===== src/rtl/synth_pkg.sv =====
// Shared types and constants for the audio source voice.
// Latency: n/a (types only).
// Backpressure: n/a (types only).
package synth_pkg;

    // Waveform selector encoding as seen on wave_sel.
    typedef enum logic [1:0] {
        SAW      = 2'd0,
        TRIANGLE = 2'd1,
        PULSE    = 2'd2,
        SILENCE  = 2'd3
    } wave_t;

    // Envelope phase; exported on env_state for debug and voice allocation.
    typedef enum logic [2:0] {
        IDLE    = 3'd0,
        ATTACK  = 3'd1,
        DECAY   = 3'd2,
        SUSTAIN = 3'd3,
        RELEASE = 3'd4
    } adsr_state_t;

    localparam logic signed [15:0] SAMPLE_MAX = 16'sh7FFF;
    localparam logic signed [15:0] SAMPLE_MIN = 16'sh8000;

endpackage


===== src/rtl/adsr_envelope.sv =====
// Gate-driven ADSR envelope with retrigger from RELEASE at the current level.
// Latency: level/state update 1 mclk after the tick cycle; only ticks step the FSM.
// Backpressure: none; a tick always advances the envelope.
module adsr_envelope
    import synth_pkg::*;
#(
    parameter int ENV_BITS = 16
) (
    input  logic                mclk,
    input  logic                rst,
    input  logic                tick,
    input  logic                gate,
    input  logic [ENV_BITS-1:0] attack_rate,
    input  logic [ENV_BITS-1:0] decay_rate,
    input  logic [ENV_BITS-1:0] sustain_level,
    input  logic [ENV_BITS-1:0] release_rate,
    output logic [ENV_BITS-1:0] level,
    output adsr_state_t         state
);

    localparam logic [ENV_BITS-1:0] LEVEL_MAX = {ENV_BITS{1'b1}};
    localparam logic [ENV_BITS:0]   LEVEL_MAX_EXT = {1'b0, LEVEL_MAX};

    adsr_state_t         state_nxt;
    logic [ENV_BITS-1:0] level_nxt;
    logic [ENV_BITS:0]   sum_atk;
    logic [ENV_BITS:0]   dif_dec;
    logic [ENV_BITS:0]   dif_rel;

    // One extra bit on every step so saturation is detected instead of wrapping.
    always_comb begin
        sum_atk = {1'b0, level} + {1'b0, attack_rate};
        dif_dec = {1'b0, level} - {1'b0, decay_rate};
        dif_rel = {1'b0, level} - {1'b0, release_rate};
    end

    // Next state / level; a gate change wins over the step on the same tick.
    always_comb begin
        state_nxt = state;
        level_nxt = level;
        if (tick) begin
            case (state)
                IDLE: begin
                    level_nxt = '0;
                    if (gate) state_nxt = ATTACK;
                end
                ATTACK: begin
                    if (!gate) begin
                        state_nxt = RELEASE;
                    end else if (sum_atk >= LEVEL_MAX_EXT) begin
                        level_nxt = LEVEL_MAX;
                        state_nxt = DECAY;
                    end else begin
                        level_nxt = sum_atk[ENV_BITS-1:0];
                    end
                end
                DECAY: begin
                    if (!gate) begin
                        state_nxt = RELEASE;
                    end else if (dif_dec[ENV_BITS] || (dif_dec[ENV_BITS-1:0] <= sustain_level)) begin
                        level_nxt = sustain_level;
                        state_nxt = SUSTAIN;
                    end else begin
                        level_nxt = dif_dec[ENV_BITS-1:0];
                    end
                end
                SUSTAIN: begin
                    if (!gate) state_nxt = RELEASE;
                    else       level_nxt = sustain_level;
                end
                RELEASE: begin
                    if (gate) begin
                        state_nxt = ATTACK;
                    end else if (dif_rel[ENV_BITS] || (dif_rel[ENV_BITS-1:0] == '0)) begin
                        level_nxt = '0;
                        state_nxt = IDLE;
                    end else begin
                        level_nxt = dif_rel[ENV_BITS-1:0];
                    end
                end
                default: begin
                    level_nxt = '0;
                    state_nxt = IDLE;
                end
            endcase
        end
    end

    // Envelope state register.
    always_ff @(posedge mclk) begin
        if (rst) begin
            state <= IDLE;
            level <= '0;
        end else begin
            state <= state_nxt;
            level <= level_nxt;
        end
    end

endmodule


===== src/rtl/src_adsr_osc.sv =====
// Single-voice source: phase-accumulator oscillator, waveform shaper, ADSR and volume scaling.
// Latency: 3 mclk from the pblrc rising-edge tick cycle to valid / p_sample_buffer.
// Backpressure: none; one sample per pblrc rise, valid is a 1-mclk pulse.
module src_adsr_osc
    import synth_pkg::*;
#(
    parameter int PHASE_BITS    = 24,
    parameter int FREQ_RES_BITS = 24,
    parameter int ENV_BITS      = 16,
    parameter int VOLUME_BITS   = 8
) (
    input  logic                     mclk,
    input  logic                     rst,
    input  logic                     pblrc,
    input  logic                     gate,
    input  logic [1:0]               wave_sel,
    input  logic [FREQ_RES_BITS-1:0] p_frequency,
    input  logic [7:0]               pulse_width,
    input  logic [ENV_BITS-1:0]      attack_rate,
    input  logic [ENV_BITS-1:0]      decay_rate,
    input  logic [ENV_BITS-1:0]      sustain_level,
    input  logic [ENV_BITS-1:0]      release_rate,
    input  logic [VOLUME_BITS-1:0]   volume,
    output logic signed [15:0]       p_sample_buffer,
    output logic                     valid,
    output logic [2:0]               env_state
);

    localparam int P1W = 16 + ENV_BITS + 1;
    localparam int P2W = 16 + VOLUME_BITS + 1;

    logic                    pblrc_q;
    logic                    tick;
    logic                    stg1_vld;
    logic                    stg2_vld;
    logic [PHASE_BITS-1:0]   phase;
    wave_t                   wave_q1;
    logic [7:0]              pw_q1;
    logic [VOLUME_BITS-1:0]  vol_q1;
    logic [VOLUME_BITS-1:0]  vol_q2;
    logic [ENV_BITS-1:0]     level;
    logic [ENV_BITS-1:0]     level_q2;
    adsr_state_t             state;
    logic [15:0]             p;
    logic [15:0]             tri_t;
    logic signed [15:0]      wave_dat;
    logic signed [15:0]      wave_q2;
    logic signed [P1W-1:0]   prod1;
    logic signed [P1W-1:0]   sh1;
    logic signed [15:0]      s1;
    logic signed [P2W-1:0]   prod2;
    logic signed [P2W-1:0]   sh2;
    logic                    unused_ok;

    assign tick      = pblrc & ~pblrc_q;
    assign env_state = state;

    adsr_envelope #(
        .ENV_BITS(ENV_BITS)
    ) u_env (
        .mclk          (mclk),
        .rst           (rst),
        .tick          (tick),
        .gate          (gate),
        .attack_rate   (attack_rate),
        .decay_rate    (decay_rate),
        .sustain_level (sustain_level),
        .release_rate  (release_rate),
        .level         (level),
        .state         (state)
    );

    // pblrc edge history for rising-edge tick detection.
    always_ff @(posedge mclk) begin
        if (rst) pblrc_q <= 1'b0;
        else     pblrc_q <= pblrc;
    end

    // Stage 1: advance phase and freeze the per-sample controls on the tick.
    always_ff @(posedge mclk) begin
        if (rst) begin
            stg1_vld <= 1'b0;
            phase    <= '0;
            wave_q1  <= SAW;
            pw_q1    <= '0;
            vol_q1   <= '0;
        end else begin
            stg1_vld <= tick;
            if (tick) begin
                phase   <= phase + PHASE_BITS'(p_frequency);
                wave_q1 <= wave_t'(wave_sel);
                pw_q1   <= pulse_width;
                vol_q1  <= volume;
            end
        end
    end

    // Waveform shaping from the top 16 phase bits; XOR with 0x8000 is the -32768 offset.
    always_comb begin
        p        = phase[PHASE_BITS-1 -: 16];
        tri_t    = {p[14:0], 1'b0};
        wave_dat = '0;
        case (wave_q1)
            SAW:      wave_dat = $signed(p ^ 16'h8000);
            TRIANGLE: wave_dat = p[15] ? $signed(16'h7FFF - tri_t) : $signed(tri_t ^ 16'h8000);
            PULSE:    wave_dat = (p[15:8] < pw_q1) ? SAMPLE_MAX : SAMPLE_MIN;
            default:  wave_dat = '0;
        endcase
    end

    // Stage 2: register waveform alongside the envelope level it will be scaled by.
    always_ff @(posedge mclk) begin
        if (rst) begin
            stg2_vld <= 1'b0;
            wave_q2  <= '0;
            level_q2 <= '0;
            vol_q2   <= '0;
        end else begin
            stg2_vld <= stg1_vld;
            if (stg1_vld) begin
                wave_q2  <= wave_dat;
                level_q2 <= level;
                vol_q2   <= vol_q1;
            end
        end
    end

    // Full-width products, then arithmetic shifts (floor); both results fit 16 bits.
    always_comb begin
        prod1 = P1W'(wave_q2) * $signed(P1W'({1'b0, level_q2}));
        sh1   = prod1 >>> ENV_BITS;
        s1    = sh1[15:0];
        prod2 = P2W'(s1) * $signed(P2W'({1'b0, vol_q2}));
        sh2   = prod2 >>> VOLUME_BITS;
    end

    assign unused_ok = ^{sh1[P1W-1:16], sh2[P2W-1:16]};

    // Stage 3: output register and one-cycle valid pulse.
    always_ff @(posedge mclk) begin
        if (rst) begin
            valid           <= 1'b0;
            p_sample_buffer <= '0;
        end else begin
            valid <= stg2_vld;
            if (stg2_vld) p_sample_buffer <= sh2[15:0];
        end
    end

endmodule


===== config.mk =====
export PLATFORM = sky130hd
export DESIGN_NAME = src_adsr_osc
export DESIGN_NICKNAME = d
export VERILOG_FILES = /design/src/rtl/synth_pkg.sv /design/src/rtl/adsr_envelope.sv /design/src/rtl/src_adsr_osc.sv
export SDC_FILE = /design/constraint.sdc
export NUM_CORES = 1
export LEC_CHECK = 0
export BUFFER_PORTS_ARGS = -buffer_cell sky130_fd_sc_hd__buf_4
export CAP_MARGIN = 15
export CORE_AREA = 2 2 273 167
export CTS_CLUSTER_SIZE = 16
export DETAILED_ROUTE_END_ITERATION = 10
export DIE_AREA = 0 0 275 169
export PLACE_DENSITY = 0.67
export RECOVER_POWER = 25
export SKIP_LAST_GASP = 1
export SYNTH_ARGS = -nofsm -noshare
export SYNTH_HDL_FRONTEND = slang
export SYNTH_SLANG_ARGS = --single-unit

===== constraint.sdc =====
create_clock -name mclk -period 15 [get_ports mclk]
set_input_delay 1.5 -clock mclk [delete_from_list [all_inputs] [get_ports mclk]]
set_output_delay 1.5 -clock mclk [all_outputs]
set_load 0.1 [all_outputs]

==> impl_results.md <==
- Drt initial violations: roughly 1400
- Synthesized area: roughly 22000 um^2
- Number of synthesized register bits: ~120
- CP Max Fanout: 17
- Final hold slack: 0.455 ns
- Syn_nets: 3277
- Power Density: between 40 and 50 nW/um^2
- Synth cell types: 84
- Die area: between 40000 and 50000 um^2
- Die height: between 150 and 200 um
- Layout Skew: approximately 0.0084 ns
- Max Freq: 86.2 MHz
- Share of layout cells above drive strength 1: ~7.5%
- Area fraction in and, or, nand and nor cells after synthesis: 18.3%
- FF-to-FF Start: wave_q2[8]
- Core Box Area: approximately 44000 um^2
- Hold depth: 2
- PostCTS Resize Cnt: 0
- Ant diodes: 0
- CP max stage cell: dfxtp_1
- Placed cells: 3253
- FF-to-FF setup slack: about 3.4 ns
- Total number of vias: 18062
- Static Leak: 12.0 nW
- Vias per inst: ~5.5
- Total GRT Usage: 25.4%
- Vias in the first global route: about 18000
- Root Buffer: clkbuf_16
- Starting Density: between 40% and 50%
- Failing checks: capacitance limit, slew limit
- Filler cell count: slightly above 4000
- CP dominant cell by count: fa_1
- Cells after synthesis: between 2000 and 3000
- Setup_tns: 0 ns
- Most frequent cells in the layout: 476 x inv_1, 316 x nand2_1, 295 x fa_1, 252 x ha_1, 171 x and2_1
- Average size of a mapped cell: between 8 and 9 um^2
- Cell area after layout: between 20000 and 25000 um^2
- GRT overflow: 0
- CP max stage delay: about 0.83 ns
- Antenna Nets Post-Route: 0
- Async set-reset flop share out of synthesis: 0%
- CTS tree: done
- Reg-to-Reg End: p_sample_buffer[14]
- Main synth FF type: dfxtp_1
- Post-synthesis sequential area ratio: around 11%
- Unrepaired setup endpoints after global routing: no
- Worst slew pin tran: around 3.3 ns
- Maximum clock path buffer count: 2
- CP Launch Type: flop
- Hold_buf cts: 0
- Largest net degree at the start of global routing: between 70 and 80
- IO buf count: 129
- Max IR drop VDD: 0.0000749 V
- Hold Crit Class: reg -> reg
- Synth warn: 0
- Delay-heaviest family, CP: adder cells
- Worst hold start: vol_q1[5]
- Slew Limit Fails: around 110
- Gpl congestion: between 1 and 1.5
- Nets: approximately 3300
- Initial antenna violation count: 0
- # rows: 60
- Largest family of logic cells by synthesized area: adder cells
- Worst-path clk slew: 0.06 ns
- Final period utilization: between 70 and 80%
- MaxCap Viol Count: 2
- # IOs: between 100 and 150
- Worst slew margin: -121%
- Num CTS Buffers: 17
- Placed cell areas: about 23000 um^2
- First-pass GRT wire length: roughly 94 mm
- Final WL: around 57 mm
- Compound-Gate Fraction of Synth Area: a little over an eighth
- CP Capture Type: flop
- HPWL after DPL: 46.7 mm
- Clock latency on the worst-skew pair: between 0.4 and 0.5 ns
- Clk sinks: about 120
- Cell Count, Final, Fillers Out: 3285
- Layout area overhead: 9.20%
- Hold Path End: vol_q1[5]
- DR WL/cell: ~17 um
- # DRC: 0
- Crit Path Category: reg -> reg
- Setup violations, final: 0
- Post-synth EDFFs: 0
- Final Hold Vio Count: 0
- Post-CTS setup buffer count: 0
- Crit path required time: between 15 and 20 ns
- H-tree depth: 4
- Synth Area in XOR/XNOR: around 4.0%
- WP data arrival: ~12 ns
- Worst Path Buf+Inv: 8
- Post-synthesis mux area share: approximately 1.9%
- Most common cell after layout, fill and taps aside: inv_1
- Status: finished, violations left
- Fin crit period: roughly 12 ns
- Width of the die: 275 um
- R2R depth: 38
- Post-Synth Adder-Cell Area: 41.6%
- Drt pass-1 iters: 5
-- routing by layer --
| layer | global-route usage (%) | vias to the layer above | routed length [um] |
|---|---|---|---|
| li1 | - | 8587 | - |
| met4 | 3.76 | 4 | 589 |
| met5 | 1.79 | - | 108 |
| met2 | 37.0 | 587 | 23400 |
| met1 | 38.6 | 8834 | 28100 |
| met3 | 5.72 | 50 | 4610 |
-- worst reg2reg max path, delay by kind of cell, from the launching register on --
kind / cells / cell delay, ns
simple gates: 4 / 0.48
flops: 1 / 0.83
fa+ha+maj: 12 / 5.66
compound gates: 13 / 3.63
buf+inv: 8 / 0.37
xor+xnor: 1 / 0.52
-- power by group --
part           internal, mW  switching, mW  total, mW
Sequential            0.336         0.0353      0.372
Clock                 0.257          0.158      0.415
Combinational         0.121          0.160      0.280
Total                 0.714          0.353       1.07
-- per-stage QoR --
step           total power [mW]  utilization, %  setup WS (ns)
6_report                   1.07            53.9           3.40
5_1_grt                    1.12            53.9           2.64
4_1_cts                    1.07            53.9           3.48
3_5_place_dp              0.652            52.6           3.52
3_3_place_gp              0.643            52.6           3.81
2_1_floorplan             0.561               -           4.58
-- worst max path at each step --
stage	startpoint	end	slack (ns)	cells after the start
final	wave_q2[8]	p_sample_buffer[14]	3.40	38
after global routing	wave_q2[7]	p_sample_buffer[15]	2.64	40
after CTS	wave_q2[7]	p_sample_buffer[14]	3.48	40
after detailed placement	wave_q2[8]	p_sample_buffer[14]	3.52	40
after global placement	level_q2[7]	p_sample_buffer[14]	3.81	40
after floorplan	wave_q2[7]	p_sample_buffer[10]	4.58	42
-- cells by family after synthesis --
family / after synthesis
compound gates: 420
buf+inv: 570
simple gates: 822
flops: 121
xor+xnor: 98
mux: 41
fa+ha+maj: 548
-- registers in the layout, summed over array words and instances, names as in the netlist --
| signal | count |
|---|---|
| level_q2 | 16 |
| p_sample_buffer | 16 |
| pblrc_q | 1 |
| phase | 24 |
| pw_q1 | 8 |
| stg1_vld | 1 |
| stg2_vld | 1 |
| u_env.level | 16 |
| u_env.state | 3 |
| valid | 1 |
| vol_q1 | 8 |
| vol_q2 | 8 |
| wave_q1 | 2 |
| wave_q2 | 16 |
-- synth_stat cells, types with 5 or more instances --
| cell type | n | area share [%] |
|---|---|---|
| nand3_1 | 30 | 0.69 |
| and3_1 | 14 | 0.40 |
| nand2b_1 | 30 | 0.86 |
| inv_1 | 476 | 8.2 |
| a31oi_1 | 14 | 0.40 |
| fa_1 | 295 | 27 |
| o21bai_1 | 13 | 0.45 |
| ha_1 | 252 | 14 |
| xnor2_1 | 67 | 2.7 |
| nor4_1 | 7 | 0.20 |
| and2_1 | 171 | 4.9 |
| o31ai_1 | 7 | 0.24 |
| nor2_1 | 146 | 2.5 |
| nand4_1 | 10 | 0.29 |
| a21o_1 | 35 | 1.2 |
| o21ai_0 | 59 | 1.4 |
| a31o_2 | 5 | 0.20 |
| a22o_1 | 5 | 0.20 |
| mux2i_1 | 38 | 1.7 |
| buf_1 | 7 | 0.12 |
| xor2_1 | 30 | 1.2 |
| a221o_1 | 15 | 0.69 |
| nand2_1 | 316 | 5.4 |
| nor2b_1 | 18 | 0.52 |
| a221oi_1 | 11 | 0.44 |
| nand3b_1 | 12 | 0.41 |
| nor3b_1 | 5 | 0.17 |
| o21a_1 | 16 | 0.55 |
| o22ai_1 | 7 | 0.20 |
| nor3_1 | 27 | 0.62 |
| o211ai_1 | 6 | 0.21 |
| dfxtp_1 | 121 | 11 |
| a211oi_1 | 23 | 0.79 |
| or3_1 | 10 | 0.29 |
| a21oi_1 | 137 | 3.1 |
| o21ai_1 | 12 | 0.28 |
| clkbuf_1 | 83 | 1.4 |
-- final cells by class --
class                           instances  area (um^2)  share of cell area [%]
Sequential cell                       121         2420                    10.2
Multi-Input combinational cell       1929        17200                    72.4
Tap cell                              589          737                    3.10
Clock buffer                           21          470                    1.98
Inverter                              477         1790                    7.53
Timing Repair Buffer                  137         1020                    4.29
Clock inverter                         11          120                   0.505
(Power assumes the default switching activity.)
